<file path="config.mk">
export PLATFORM = sky130hd
export DESIGN_NAME = sdram_req_arbiter
export DESIGN_NICKNAME = d
export VERILOG_FILES = /design/src/rtl/sdram_req_arbiter.sv
export SDC_FILE = /design/constraint.sdc
export NUM_CORES = 1
export LEC_CHECK = 0
export ABC_AREA = 1
export ABC_CLOCK_PERIOD_IN_PS = 3600
export CAP_MARGIN = 20
export CORE_MARGIN = 3
export CORE_UTILIZATION = 45
export DETAILED_ROUTE_END_ITERATION = 10
export HOLD_SLACK_MARGIN = 0.05
export PLACE_DENSITY = 0.83
export SYNTH_ARGS = -nofsm -noshare
export SYNTH_HDL_FRONTEND = slang
export SYNTH_SLANG_ARGS = --single-unit
</file>
<file path="constraint.sdc">
create_clock -name clk_sys -period 3.6 [get_ports clk_sys]
set_clock_uncertainty 0.2 [all_clocks]
set_input_delay 0.54 -clock clk_sys [delete_from_list [all_inputs] [get_ports clk_sys]]
set_output_delay 0.54 -clock clk_sys [all_outputs]
set_load 0.1 [all_outputs]
</file>
<file path="src/rtl/sdram_req_arbiter.sv">
// Arbitrates the CPU and video channels onto one SDRAM controller command port, one transaction at a time.
// Optional WAIT watchdog with sticky timeout_err is enabled by defining SDRAM_ARB_TIMEOUT_EN.
module sdram_req_arbiter #(
    parameter int unsigned ADDR_W       = 25,
    parameter int unsigned CPU_MAX_LOSS = 3,
    parameter int unsigned TIMEOUT_CYC  = 255
) (
    input  logic              clk_sys,
    input  logic              reset,
    input  logic              cpu_req,
    input  logic              cpu_rnw,
    input  logic [ADDR_W-1:0] cpu_addr,
    input  logic [7:0]        cpu_din,
    output logic              cpu_ack,
    output logic              cpu_ready,
    output logic [15:0]       cpu_dout,
    input  logic              vid_req,
    input  logic [ADDR_W-1:0] vid_addr,
    output logic              vid_ack,
    output logic              vid_ready,
    output logic [15:0]       vid_dout,
    output logic              mem_req,
    output logic              mem_rnw,
    output logic [ADDR_W-1:0] mem_addr,
    output logic [7:0]        mem_din,
    input  logic              mem_ack,
    input  logic              mem_ready,
    input  logic [15:0]       mem_dout,
    input  logic              mem_busy,
    output logic              grant_vid
`ifdef SDRAM_ARB_TIMEOUT_EN
    ,
    output logic              timeout_err
`endif
);

    typedef enum logic [1:0] {
        S_IDLE,
        S_ISSUE,
        S_WAIT,
        S_DONE
    } state_t;

    localparam logic [3:0] LOSS_MAX = 4'(CPU_MAX_LOSS);

    if (CPU_MAX_LOSS == 0 || CPU_MAX_LOSS > 15 || TIMEOUT_CYC == 0 || TIMEOUT_CYC > 255) begin : g_param_check
        $error("sdram_req_arbiter: parameter out of range");
    end

    state_t     state;
    logic [3:0] loss_cnt;
    logic       rdy_pend;
    logic       vid_wins;

`ifdef SDRAM_ARB_TIMEOUT_EN
    localparam logic [7:0] TO_LAST = 8'(TIMEOUT_CYC - 1);
    logic [7:0] wait_cnt;
`endif

    always_comb begin
        vid_wins = vid_req && !(cpu_req && loss_cnt == LOSS_MAX);
    end

    always_ff @(posedge clk_sys) begin
        if (reset) begin
            state     <= S_IDLE;
            loss_cnt  <= '0;
            rdy_pend  <= 1'b0;
            cpu_ack   <= 1'b0;
            cpu_ready <= 1'b0;
            cpu_dout  <= '0;
            vid_ack   <= 1'b0;
            vid_ready <= 1'b0;
            vid_dout  <= '0;
            mem_req   <= 1'b0;
            mem_rnw   <= 1'b0;
            mem_addr  <= '0;
            mem_din   <= '0;
            grant_vid <= 1'b0;
`ifdef SDRAM_ARB_TIMEOUT_EN
            wait_cnt    <= '0;
            timeout_err <= 1'b0;
`endif
        end else begin
            cpu_ack   <= 1'b0;
            cpu_ready <= 1'b0;
            vid_ack   <= 1'b0;
            vid_ready <= 1'b0;

            case (state)
                S_IDLE: begin
                    if (!mem_busy && (cpu_req || vid_req)) begin
                        if (vid_wins) begin
                            grant_vid <= 1'b1;
                            mem_rnw   <= 1'b1;
                            mem_addr  <= vid_addr;
                            mem_din   <= '0;
                            if (!cpu_req)
                                loss_cnt <= '0;
                            else if (loss_cnt != LOSS_MAX)
                                loss_cnt <= loss_cnt + 4'd1;
                        end else begin
                            grant_vid <= 1'b0;
                            mem_rnw   <= cpu_rnw;
                            mem_addr  <= cpu_addr;
                            mem_din   <= cpu_din;
                            loss_cnt  <= '0;
                        end
                        mem_req  <= 1'b1;
                        rdy_pend <= 1'b0;
                        state    <= S_ISSUE;
                    end
                end

                S_ISSUE: begin
                    if (mem_ack) begin
                        mem_req <= 1'b0;
                        if (grant_vid) vid_ack <= 1'b1;
                        else           cpu_ack <= 1'b1;
`ifdef SDRAM_ARB_TIMEOUT_EN
                        wait_cnt <= '0;
`endif
                        // ack and ready together: ready is deferred one cycle and DONE is held an extra cycle
                        if (mem_ready) begin
                            if (grant_vid) vid_dout <= mem_dout;
                            else           cpu_dout <= mem_dout;
                            rdy_pend <= 1'b1;
                            state    <= S_DONE;
                        end else begin
                            state <= S_WAIT;
                        end
                    end
                end

                S_WAIT: begin
                    if (mem_ready) begin
                        if (grant_vid) begin
                            vid_dout  <= mem_dout;
                            vid_ready <= 1'b1;
                        end else begin
                            cpu_dout  <= mem_dout;
                            cpu_ready <= 1'b1;
                        end
                        state <= S_DONE;
                    end
`ifdef SDRAM_ARB_TIMEOUT_EN
                    else if (wait_cnt == TO_LAST) begin
                        if (grant_vid) begin
                            vid_dout  <= 16'hFFFF;
                            vid_ready <= 1'b1;
                        end else begin
                            cpu_dout  <= 16'hFFFF;
                            cpu_ready <= 1'b1;
                        end
                        timeout_err <= 1'b1;
                        state       <= S_IDLE;
                    end else begin
                        wait_cnt <= wait_cnt + 8'd1;
                    end
`endif
                end

                S_DONE: begin
                    if (rdy_pend) begin
                        if (grant_vid) vid_ready <= 1'b1;
                        else           cpu_ready <= 1'b1;
                        rdy_pend <= 1'b0;
                    end else begin
                        state <= S_IDLE;
                    end
                end

                default: state <= S_IDLE;
            endcase
        end
    end

endmodule

</file>
### Word-level counts from Yosys, hierarchy flattened

Index checks and enable logic that the tools add are counted.

* bits in read-only memories: 0
* latch bits: 0
* flip-flop bits (word level): 79
* output and inout bits: 72
* memories kept: 0
* logic and storage cells: 81
* memory bits (writable): 0
* bits of input ports: 82

* shift operators: 0
* add/sub/neg operators: 1
* div/mod/pow operators: 0
* bitwise operators: 2
* magnitude comparators: 0
* muxes and demuxes: 36
* reductions and logical operators: 17
* multipliers: 0
* equal/unequal tests: 11

Operators by type and width (number)
* 16-bit two-way mux: 6
* 16-bit case mux with 2 select lines: 2
* 25-bit two-way mux: 1
* 1-bit two-way mux: 14
* 4-bit two-way mux: 3
* 2-bit != test (second input constant): 5
* 2-bit two-way mux: 4
* 8-bit two-way mux: 1
* 2-bit case mux with 4 select lines: 1
* 4-bit AND reduction: 2
* 1-bit case mux with 2 select lines: 3
* 3-bit AND reduction: 2
* 4-bit by 1-bit adder with 4-bit output (second input constant): 1
* 2-bit equality test (second input constant): 2
* 4-bit by 2-bit equality test with 1-bit output (second input constant): 1
* 4-bit by 2-bit != test with 1-bit output (second input constant): 1
* 2-bit AND reduction: 2
* 2-bit nonzero test: 2
* 1-bit logical AND: 3
* 3-bit by 2-bit != test with 1-bit output (second input constant): 1
* 1-bit case mux with 3 select lines: 1
* 3-bit nonzero test: 1
* 3-bit OR reduction: 1
* 2-bit by 1-bit equality test with 1-bit output (second input constant): 1
* other kinds (4): 6

### Logic depth before layout (Yosys ltp)

Gate-level depths: netlist (run 1).

* depth in word-level cells: 6
* depth in mapped cells: 10
* gate-level depth less buffers: 9

### Worst setup path before layout (run 1)

No wires, ideal clock.

* path kind: flip-flop to flip-flop
* start: reg grant_vid
* end: reg vid_dout[10]
* buffers on the path: 1
* stages on the path, launching flop included: 7
* data arrival time: 1.719 ns
* data required time: 3.268 ns
* slack: 1.548 ns
* library setup time: 0.132 ns
* period minus slack after synthesis: 2.052 ns
* cells stage by stage: dfxtp_1 > inv_2 > nor2_4 > nand3_4 > buf_2 > nand2_1 > a21oi_1

* cells in the longest elaborated chain, start to end: 4

RTL lines
* start: declaration: line 30 `output logic grant_vid`
* start signal: assignment: line 79 `grant_vid <= 1'b0;`
* start signal: assignment: line 94 `grant_vid <= 1'b1;`
* start signal: assignment: line 103 `grant_vid <= 1'b0;`
* 16-bit two-way mux * (2 in series)
* 16-bit two-way mux
* 16-bit case mux with 2 select lines *
* end signal: assignment: line 125 `if (grant_vid) vid_dout <= mem_dout;`
* end signal: assignment: line 138 `vid_dout <= mem_dout;`
* end: declaration: line 21 `output logic [15:0] vid_dout,`

Mark *: on every way between the ends. The rest lies on a longest branch, timed or not. The select of a mux whose other input is x is not followed.
A chain may end at the register's enable or synchronous reset.

### Worst setup path in the final report (run 1)

* start: reg grant_vid
* end: out grant_vid

No word-level cell between the ends.

==> results of run 1 <==
## cells by family after synthesis
| kind of cell | synth area share [%] |
|---|---|
| AOI/OAI and AO/OA | 14.38 |
| adders and majority gates | 1.807 |
| buffers and inverters | 9.215 |
| DFF | 45.68 |
| and+or+nand+nor | 28.91 |
## how the worst max path moves through the flow
stage | startpoint | end | slack, ps | depth (start not counted)
6_report | grant_vid | grant_vid | 900 | 1
5_1_grt | grant_vid | grant_vid | 850 | 1
4_1_cts | grant_vid | grant_vid | 870 | 1
3_5_place_dp | cpu_req | loss_cnt[1] | 970 | 8
3_3_place_gp | cpu_req | loss_cnt[0] | 1010 | 8
2_1_floorplan | grant_vid | vid_dout[10] | 1550 | 6
## stage by stage
step	instances	total power [mW]	util (%)	worst slack [ps]
final	715	4.055	70.29	899.3
after global routing	715	4.259	70.29	846.2
after CTS	715	4.075	70.29	874.4
after detailed placement	699	3.469	67.84	966.6
after global placement	699	3.428	67.84	1007
after floorplan	471	2.932	-	1548
## power by group
group | switching (mW) | internal, mW | total (mW)
Combinational | 1.71 | 0.579 | 2.29
Clock | 0.348 | 0.257 | 0.605
Sequential | 0.101 | 1.06 | 1.16
## area by class of cell
cell class	instances	area [sq um]	area share, %
Sequential cell	79	1582	30.53
Timing Repair Buffer	156	1567	30.24
Multi-Input combinational cell	321	1562	30.14
Inverter	44	166.4	3.213
Clock buffer	9	123.9	2.391
Tap cell	99	123.9	2.391
Clock inverter	7	56.30	1.087
## layer usage
metal,GRT usage (%),wire [um],up-vias
met4,6.739,153,0
li1,-,-,1795
met2,37.67,4959,142
met1,27.90,4104,1616
met5,0,0,-
met3,5.288,742,13
## flip-flops by register name (all words and copies together), names as in the netlist, 2 cells and up
register	cells
cpu_dout	16
loss_cnt	4
mem_addr	25
mem_din	8
state	2
vid_dout	16
## cells in the final DEF (no fill, tap or decap), types with 18 or more instances in the layout
master and count:
o21ai_0 18, clkdlybuf4s50_1 153, dfxtp_1 79, inv_1 37, nor2_1 52, nand2_1 108, nand3_1 55, a21oi_1 35
o21a_1 25
==> impl_metrics.json, run 1 <==
{
  "yosysTopAreaCell": "dfxtp_1",
  "dieArea_sq_um": 8782,
  "grt_pass1_wl_um": 15520,
  "cap_violations": 0,
  "cts-buffers-inserted": 9,
  "crit_slowest_cell": "clkdlybuf4s50_1",
  "ys_warn_count": 0,
  "hold_ws_ps": 264.7,
  "drv_slew": 0,
  "critPathRequiredTime_ps": 2860,
  "tightest_slew_ps": 1035,
  "n_antenna_cell": 0,
  "clkTransAtPathRegs_ps": 80,
  "fin_area_sq_um": 5180,
  "grt_max_degree": 55,
  "clock-sinks": 79,
  "cp_num_buf_inv": 1,
  "status": "finished clean",
  "p_per_area_nw_per_um2": 782.7,
  "clk_path_buf_depth": 2,
  "critPathArrivalTime_ps": 1960,
  "finalNetCount": 698,
  "post_cts_buffers": 0,
  "synthesis.nets": 558,
  "wirelength_um": 9960,
  "vdd_ir_drop_max_mv": 0.4012,
  "crit_path_end_kind": "output pin",
  "core-area_sq_um": 7370,
  "rows": 31,
  "critPathMaxStageDelay_ps": 1170,
  "antenna_found_initial": 0,
  "grt_pass1_vias": 3287,
  "io_pins": 154,
  "drt_first_pass_iters": 5,
  "min_path_cells": 2,
  "drt-vias-per-instance": 4.987,
  "setup_viol": 0,
  "syn2layout_area_growth_pct": 49.62,
  "numPortBuffers": 153,
  "max_freq_mhz": 370.3,
  "r2r-start": "loss_cnt[0]",
  "cts_tree": "done",
  "path_cells": "clkdlybuf4s50_1",
  "synthArstFlopShare_pct": 0,
  "fillCellCount": 602,
  "synth.most_common_cell": "nand2_1",
  "relSlewSlack_pct": 30.81,
  "hold_viol": 0,
  "hp-start": "rdy_pend",
  "yosys-top-cells-count": "108 x nand2_1, 79 x dfxtp_1, 55 x nand3_1",
  "cts-resized-gates": 0,
  "drive_gt1_share_pct": 5.844,
  "htree_levels": 3,
  "synth-edff-count": 0,
  "initial_core_util_pct": 46.98,
  "crit_fanout": 5,
  "route.detailed.drc": 0,
  "ys.flop_type": "dfxtp_1",
  "ys_seq_area_share_pct": 45.68,
  "overflow": 0,
  "holdBufCountCts": 0,
  "dp_hpwl_um": 7235,
  "num_vias": 3566,
  "dpl-instance-area_sq_um": 5000,
  "rr_endpoint": "loss_cnt[3]",
  "drtAntennaViolNets": 0,
  "die_w_um": 93.71,
  "drtIter0Drc": 164,
  "avgRoutedWirePerCell_um": 13.93,
  "timing.final.crit_share_pct": 75.02,
  "rsz0062_at_grt": "no",
  "period_needed_ps": 2701,
  "synth.distinct_cells": 25,
  "hold_end": "rdy_pend",
  "hp-class": "register to register",
  "syn-cell-area_sq_um": 3462,
  "critical_path_class": "register to output pin",
  "clk_latency_ps": 350,
  "ys_top_cells_by_area": "dfxtp_1 46%, nand2_1 12%, nand3_1 8.0%, nor2_1 5.6%, o21a_1 5.4%",
  "finalSetupTns_ps": 0,
  "p_leak_nw": 2.155,
  "cpLargestDelayFamily": "buffers and inverters",
  "root_buffer": "clkbuf_8",
  "reg2reg_slack_ps": 1410,
  "syn-instance-count": 471,
  "yosys_register_bits": 79,
  "r2r_cells": 8,
  "grt_use_total_pct": 22.22,
  "gp_congestion": 0.8193,
  "cp-start-kind": "register",
  "syn_avg_cell_area_sq_um": 7.350,
  "die_y_um": 93.71,
  "synth_top_area_share_pct": 45.68
}
Power figures use the tool's default switching activity.
==> run 2: changes to the inputs <==
--- a/config.mk
+++ b/config.mk
@@ -6,13 +6,13 @@
 export NUM_CORES = 1
 export LEC_CHECK = 0
 export ABC_AREA = 1
-export ABC_CLOCK_PERIOD_IN_PS = 3600
+export ABC_CLOCK_PERIOD_IN_PS = 2830
 export CAP_MARGIN = 20
 export CORE_MARGIN = 3
-export CORE_UTILIZATION = 45
+export CORE_UTILIZATION = 42
 export DETAILED_ROUTE_END_ITERATION = 10
 export HOLD_SLACK_MARGIN = 0.05
-export PLACE_DENSITY = 0.83
+export PLACE_DENSITY = 0.78
 export SYNTH_ARGS = -nofsm -noshare
 export SYNTH_HDL_FRONTEND = slang
 export SYNTH_SLANG_ARGS = --single-unit
==> constraint.sdc (replaced) <==
create_clock -name clk_sys -period 2.83 [get_ports clk_sys]
set_clock_uncertainty 0.2 [all_clocks]
set_input_delay 0.4245 -clock clk_sys [delete_from_list [all_inputs] [get_ports clk_sys]]
set_output_delay 0.4245 -clock clk_sys [all_outputs]
set_load 0.1 [all_outputs]
==> run 2 against run 1 <==
Critical path depth rose by 6. Setup slack got worse by 160 ps. Global-route usage is 1.1 points lower. Utilization down 5.9 points. Largest cell class unchanged. Highest routed layer unchanged.
==> impl_metrics.json, run 2 (same netlist as run 1, synthesis figures left out) <==
{
  "status": "finished clean",
  "drtAntennaViolNets": 0,
  "grt_pass1_wl_um": 16420,
  "post_cts_buffers": 0,
  "final_common_cell": "nand2_1",
  "wirelength_um": 10000,
  "setup_slack_ps": 741.4,
  "hold_viol": 0,
  "grt_max_degree": 42,
  "fin_area_sq_um": 5052,
  "dieArea_sq_um": 9368,
  "drive_gt1_share_pct": 17.80,
  "clk_latency_ps": 340,
  "rsz0062_at_grt": "no",
  "cpLargestDelayFamily": "simple AND/OR/NAND/NOR gates",
  "timing.final.crit_share_pct": 73.80,
  "min_path_cells": 2,
  "setup_viol": 0,
  "finalSetupTns_ps": 0,
  "power.share.switching_pct": 52.97,
  "hp-start": "rdy_pend",
  "cts-resized-gates": 0,
  "drtIter0Drc": 110,
  "avgRoutedWirePerCell_um": 13.89,
  "drt-vias-per-instance": 4.951,
  "die_y_um": 96.79,
  "max_freq_mhz": 478.8,
  "period_needed_ps": 2089,
  "p_per_area_nw_per_um2": 1022,
  "grt_pass1_vias": 3462,
  "grt_use_total_pct": 21.08,
  "r2r_cells": 7,
  "overflow": 0,
  "critPathMaxStageDelay_ps": 400,
  "r2r-start": "state[1]",
  "final_cell_mix": "108 x nand2_1, 81 x clkdlybuf4s50_1, 79 x dfxtp_1",
  "crit_slowest_cell": "dfxtp_1",
  "rr_endpoint": "cpu_dout[11]",
  "placed_cells": 704,
  "tightest_slew_ps": 550.8,
  "pre_cts_ws_ps": 422.2,
  "drv_slew": 0,
  "power_switching_mw": 2.735,
  "p_leak_nw": 2.316,
  "critPathArrivalTime_ps": 2170,
  "antenna_found_initial": 0,
  "io_pins": 154,
  "dpl-instance-area_sq_um": 4851,
  "numPortBuffers": 153,
  "crit_start": "state[1]",
  "hp-class": "register to register",
  "num_vias": 3565,
  "root_buffer": "clkbuf_8",
  "crit_path_end_kind": "register",
  "cp-start-kind": "register",
  "cts_tree": "done",
  "cpMostUsedCell": "nor2_1",
  "pwr-share-clk_pct": 16.5,
  "vdd_ir_drop_max_mv": 0.6164,
  "dp_hpwl_um": 7344,
  "cts-buffers-inserted": 9,
  "rows": 32,
  "comb_power_share_pct": 54.8,
  "clk_path_buf_depth": 2,
  "route.detailed.drc": 0,
  "critical_path_class": "register to register",
  "die_w_um": 96.79,
  "gp_congestion": 0.8036,
  "relSlewSlack_pct": 63.22,
  "fin_cells": 720,
  "htree_levels": 3,
  "largest_reg_flops": 25,
  "critPathRequiredTime_ps": 2910,
  "pwr-share-seq_pct": 28.7,
  "core-area_sq_um": 7848,
  "cap_violations": 0,
  "top_register": "mem_addr",
  "initial_core_util_pct": 44.12,
  "clock-sinks": 79,
  "reg.largest.list": "mem_addr: 25 flops, cpu_dout: 16 flops, vid_dout: 16 flops",
  "finalNetCount": 700,
  "intPower_mw": 2.428,
  "drt_first_pass_iters": 4,
  "hold_end": "rdy_pend",
  "hold_ws_ps": 269.3,
  "path_cells": "inv_1 > ha_1 > nand2_2 > nand4_2 > inv_2 > nor2_1 > nor2_1",
  "clkTransAtPathRegs_ps": 90,
  "crit_fanout": 17,
  "syn2layout_area_growth_pct": 45.93,
  "n_antenna_cell": 0,
  "cp_num_buf_inv": 2,
  "holdBufCountCts": 0,
  "reg2reg_slack_ps": 740
}
==> run 2: how the worst max path moves through the flow <==
stage	end	slack (ps)	cells after the start
after floorplan	vid_dout[10]	780	6
after global placement	mem_addr[12]	480	9
after detailed placement	mem_addr[5]	420	9
after CTS	cpu_dout[11]	720	7
after global routing	cpu_dout[13]	530	7
final	cpu_dout[11]	740	7
==> run 2: power groups by stage <==
stage	combinational [mW]	sequential (mW)	clock, mW
floorplan	0.729	3.00	0
global placement	2.81	1.50	0
detailed placement	2.84	1.51	0
CTS	2.84	1.48	0.871
global route	2.98	1.51	0.912
finish	2.83	1.48	0.852
==> run 2: layer usage <==
layer  global-route usage (%)  vias to the layer above  part of all wire (%)
met4                    7.559                        0                   2.5
met1                    24.43                     1629                    41
met3                    5.840                       19                   5.9
li1                         -                     1800                     -
met2                    37.05                      117                    51
met5                        0                        -                     0
==> run 2: final cells by class <==
class | count | area [sq um]
Tap cell | 102 | 127.6
Inverter | 44 | 166.4
Clock buffer | 9 | 123.9
Clock inverter | 7 | 77.57
Fill cell | 749 | 2795
Sequential cell | 79 | 1582
Timing Repair Buffer | 158 | 1414
Multi-Input combinational cell | 321 | 1562
==> run 2: metrics by stage <==
stage / power [mW] / util (%)
after floorplan: 3.730 / -
after global placement: 4.305 / 61.81
after detailed placement: 4.344 / 61.81
after CTS: 5.195 / 64.38
after global routing: 5.409 / 64.38
final: 5.162 / 64.38
==> run 2: worst reg2reg max path, cell delays in order (launching register included) <==
cell and delay (ps):
dfxtp_1 400, inv_1 80, ha_1 250, nand2_2 160, nand4_2 360, inv_2 390
nor2_1 70, nor2_1 120
==> run 3: changes to the inputs <==
--- a/config.mk
+++ b/config.mk
@@ -6,7 +6,7 @@
 export NUM_CORES = 1
 export LEC_CHECK = 0
 export ABC_AREA = 1
-export ABC_CLOCK_PERIOD_IN_PS = 2830
+export ABC_CLOCK_PERIOD_IN_PS = 2100
 export CAP_MARGIN = 20
 export CORE_MARGIN = 3
 export CORE_UTILIZATION = 42
==> constraint.sdc (replaced) <==
create_clock -name clk_sys -period 2.1 [get_ports clk_sys]
set_clock_uncertainty 0.2 [all_clocks]
set_input_delay 0.315 -clock clk_sys [delete_from_list [all_inputs] [get_ports clk_sys]]
set_output_delay 0.315 -clock clk_sys [all_outputs]
set_load 0.1 [all_outputs]
==> run 3 against run 2 <==
Wire length fell by 0.84%. Clock power is 46% higher. Highest routed layer unchanged. Design area grew 1.9%. Via count grew 0.59%. Largest power group unchanged.
==> impl_metrics.json, run 3 (same netlist as run 1, synthesis figures left out) <==
{
  "status": "finished clean",
  "drtAntennaViolNets": 0,
  "post_cts_buffers": 0,
  "cp-start-kind": "register",
  "grt_use_total_pct": 21.05,
  "core-area_sq_um": 7848,
  "clock-sinks": 79,
  "setup_viol": 0,
  "cap_violations": 0,
  "hold_viol": 0,
  "root_buffer": "clkbuf_8",
  "htree_levels": 3,
  "grt_pass1_vias": 3415,
  "reg.largest.list": "mem_addr: 25 flops, cpu_dout: 16 flops, vid_dout: 16 flops",
  "rsz0062_at_grt": "no",
  "gp_congestion": 0.8800,
  "cts_tree": "done",
  "largest_reg_flops": 25,
  "clk_latency_ps": 340,
  "p_per_area_nw_per_um2": 1382,
  "top_register": "mem_addr",
  "hold_end": "vid_dout[7]",
  "intPower_mw": 3.441,
  "dieArea_sq_um": 9368,
  "finalPower_mw": 7.119,
  "min_path_cells": 2,
  "clk_path_buf_depth": 2,
  "dp_hpwl_um": 7366,
  "met2_length_um": 4928,
  "drtIter0Drc": 110,
  "tightest_slew_ps": 363.6,
  "fillCellCount": 720,
  "fin_util_pct": 65.63,
  "avgRoutedWirePerCell_um": 13.65,
  "crit_fanout": 9,
  "period_needed_ps": 1888,
  "timing.final.crit_share_pct": 89.91,
  "n_antenna_cell": 0,
  "drt-vias-per-instance": 4.933,
  "comb_power_share_pct": 54.6,
  "rows": 32,
  "grt_max_degree": 41,
  "hp-start": "vid_dout[7]",
  "io_pins": 154,
  "power_switching_mw": 3.679,
  "fin_cells": 727,
  "critical_path_class": "register to register",
  "rr_endpoint": "cpu_dout[5]",
  "r2r_cells": 6,
  "reg2reg_slack_ps": 210,
  "drive_gt1_share_pct": 18.72,
  "crit_start": "state[0]",
  "max_freq_mhz": 529.6,
  "critPathRequiredTime_ps": 2130,
  "grt_pass1_wl_um": 16530,
  "finalSetupTns_ps": 0,
  "wirelength_um": 9920,
  "hold_ws_ps": 271.6,
  "drt_first_pass_iters": 4,
  "placed_cells": 711,
  "r2r-start": "state[0]",
  "wl_met3_um": 521,
  "antenna_found_initial": 0,
  "final_common_cell": "nand2_1",
  "overflow": 0,
  "finalNetCount": 707,
  "pwr-share-seq_pct": 28.0,
  "vdd_ir_drop_max_mv": 1.020,
  "relSlewSlack_pct": 75.74,
  "pwr-share-clk_pct": 17.4,
  "crit_path_end_kind": "register",
  "route.detailed.drc": 0,
  "initial_core_util_pct": 44.12,
  "p_leak_nw": 2.355,
  "cts-buffers-inserted": 9,
  "drv_slew": 0,
  "hp-class": "register to register",
  "power.share.switching_pct": 51.67,
  "die_y_um": 96.79,
  "die_w_um": 96.79,
  "holdBufCountCts": 0,
  "final_cell_mix": "108 x nand2_1, 81 x clkdlybuf4s50_1, 80 x buf_4",
  "syn2layout_area_growth_pct": 48.75,
  "drt-met1-wl_um": 4187,
  "num_vias": 3586,
  "top_layer": "met4",
  "numPortBuffers": 153,
  "critPathArrivalTime_ps": 1920,
  "clkTransAtPathRegs_ps": 80,
  "cts-resized-gates": 0
}
## run 3: area by class of cell
| class | instances | area, sq um | area share [%] |
|---|---|---|---|
| Clock inverter | 7 | 97.59 | 1.895 |
| Multi-Input combinational cell | 321 | 1562 | 30.32 |
| Timing Repair Buffer | 165 | 1491 | 28.96 |
| Clock buffer | 9 | 123.9 | 2.405 |
| Sequential cell | 79 | 1582 | 30.71 |
| Tap cell | 102 | 127.6 | 2.478 |
| Inverter | 44 | 166.4 | 3.231 |
## run 3: worst max path at each step
stage | to | slack (ps)
2_1_floorplan | vid_dout[10] | 50
3_3_place_gp | grant_vid | 140
3_5_place_dp | loss_cnt[2] | 110
4_1_cts | cpu_dout[5] | 220
5_1_grt | cpu_dout[7] | 70
6_report | cpu_dout[5] | 210
## run 3: critical path, stage by stage, from the launching register on
cell     delay [ps]
dfxtp_1         410
inv_1           100
ha_1            360
nand4_2         230
buf_4           240
o21ai_0         170
nor2_1           60
## run 3: metal layers
metal / global-route usage (%) / vias to the layer above
li1: - / 1812
met4: 8.531 / 0
met2: 36.09 / 120
met5: 0 / -
met1: 25.30 / 1629
met3: 4.903 / 25
## run 3: stage by stage
step	worst slack, ps	cell area, sq um
2_1_floorplan	48.28	3462
3_3_place_gp	135.7	4928
3_5_place_dp	108.1	4928
4_1_cts	217.3	5150
5_1_grt	65.33	5150
6_report	211.8	5150
## run 3: power groups by stage
stage          combinational (mW)  sequential [mW]  clock, mW
6_report                     3.89             1.99       1.24
2_1_floorplan               0.982             4.04          0
3_5_place_dp                 3.89             2.03          0
4_1_cts                      3.90             1.99       1.26
3_3_place_gp                 3.86             2.01          0
5_1_grt                      4.10             2.04       1.32
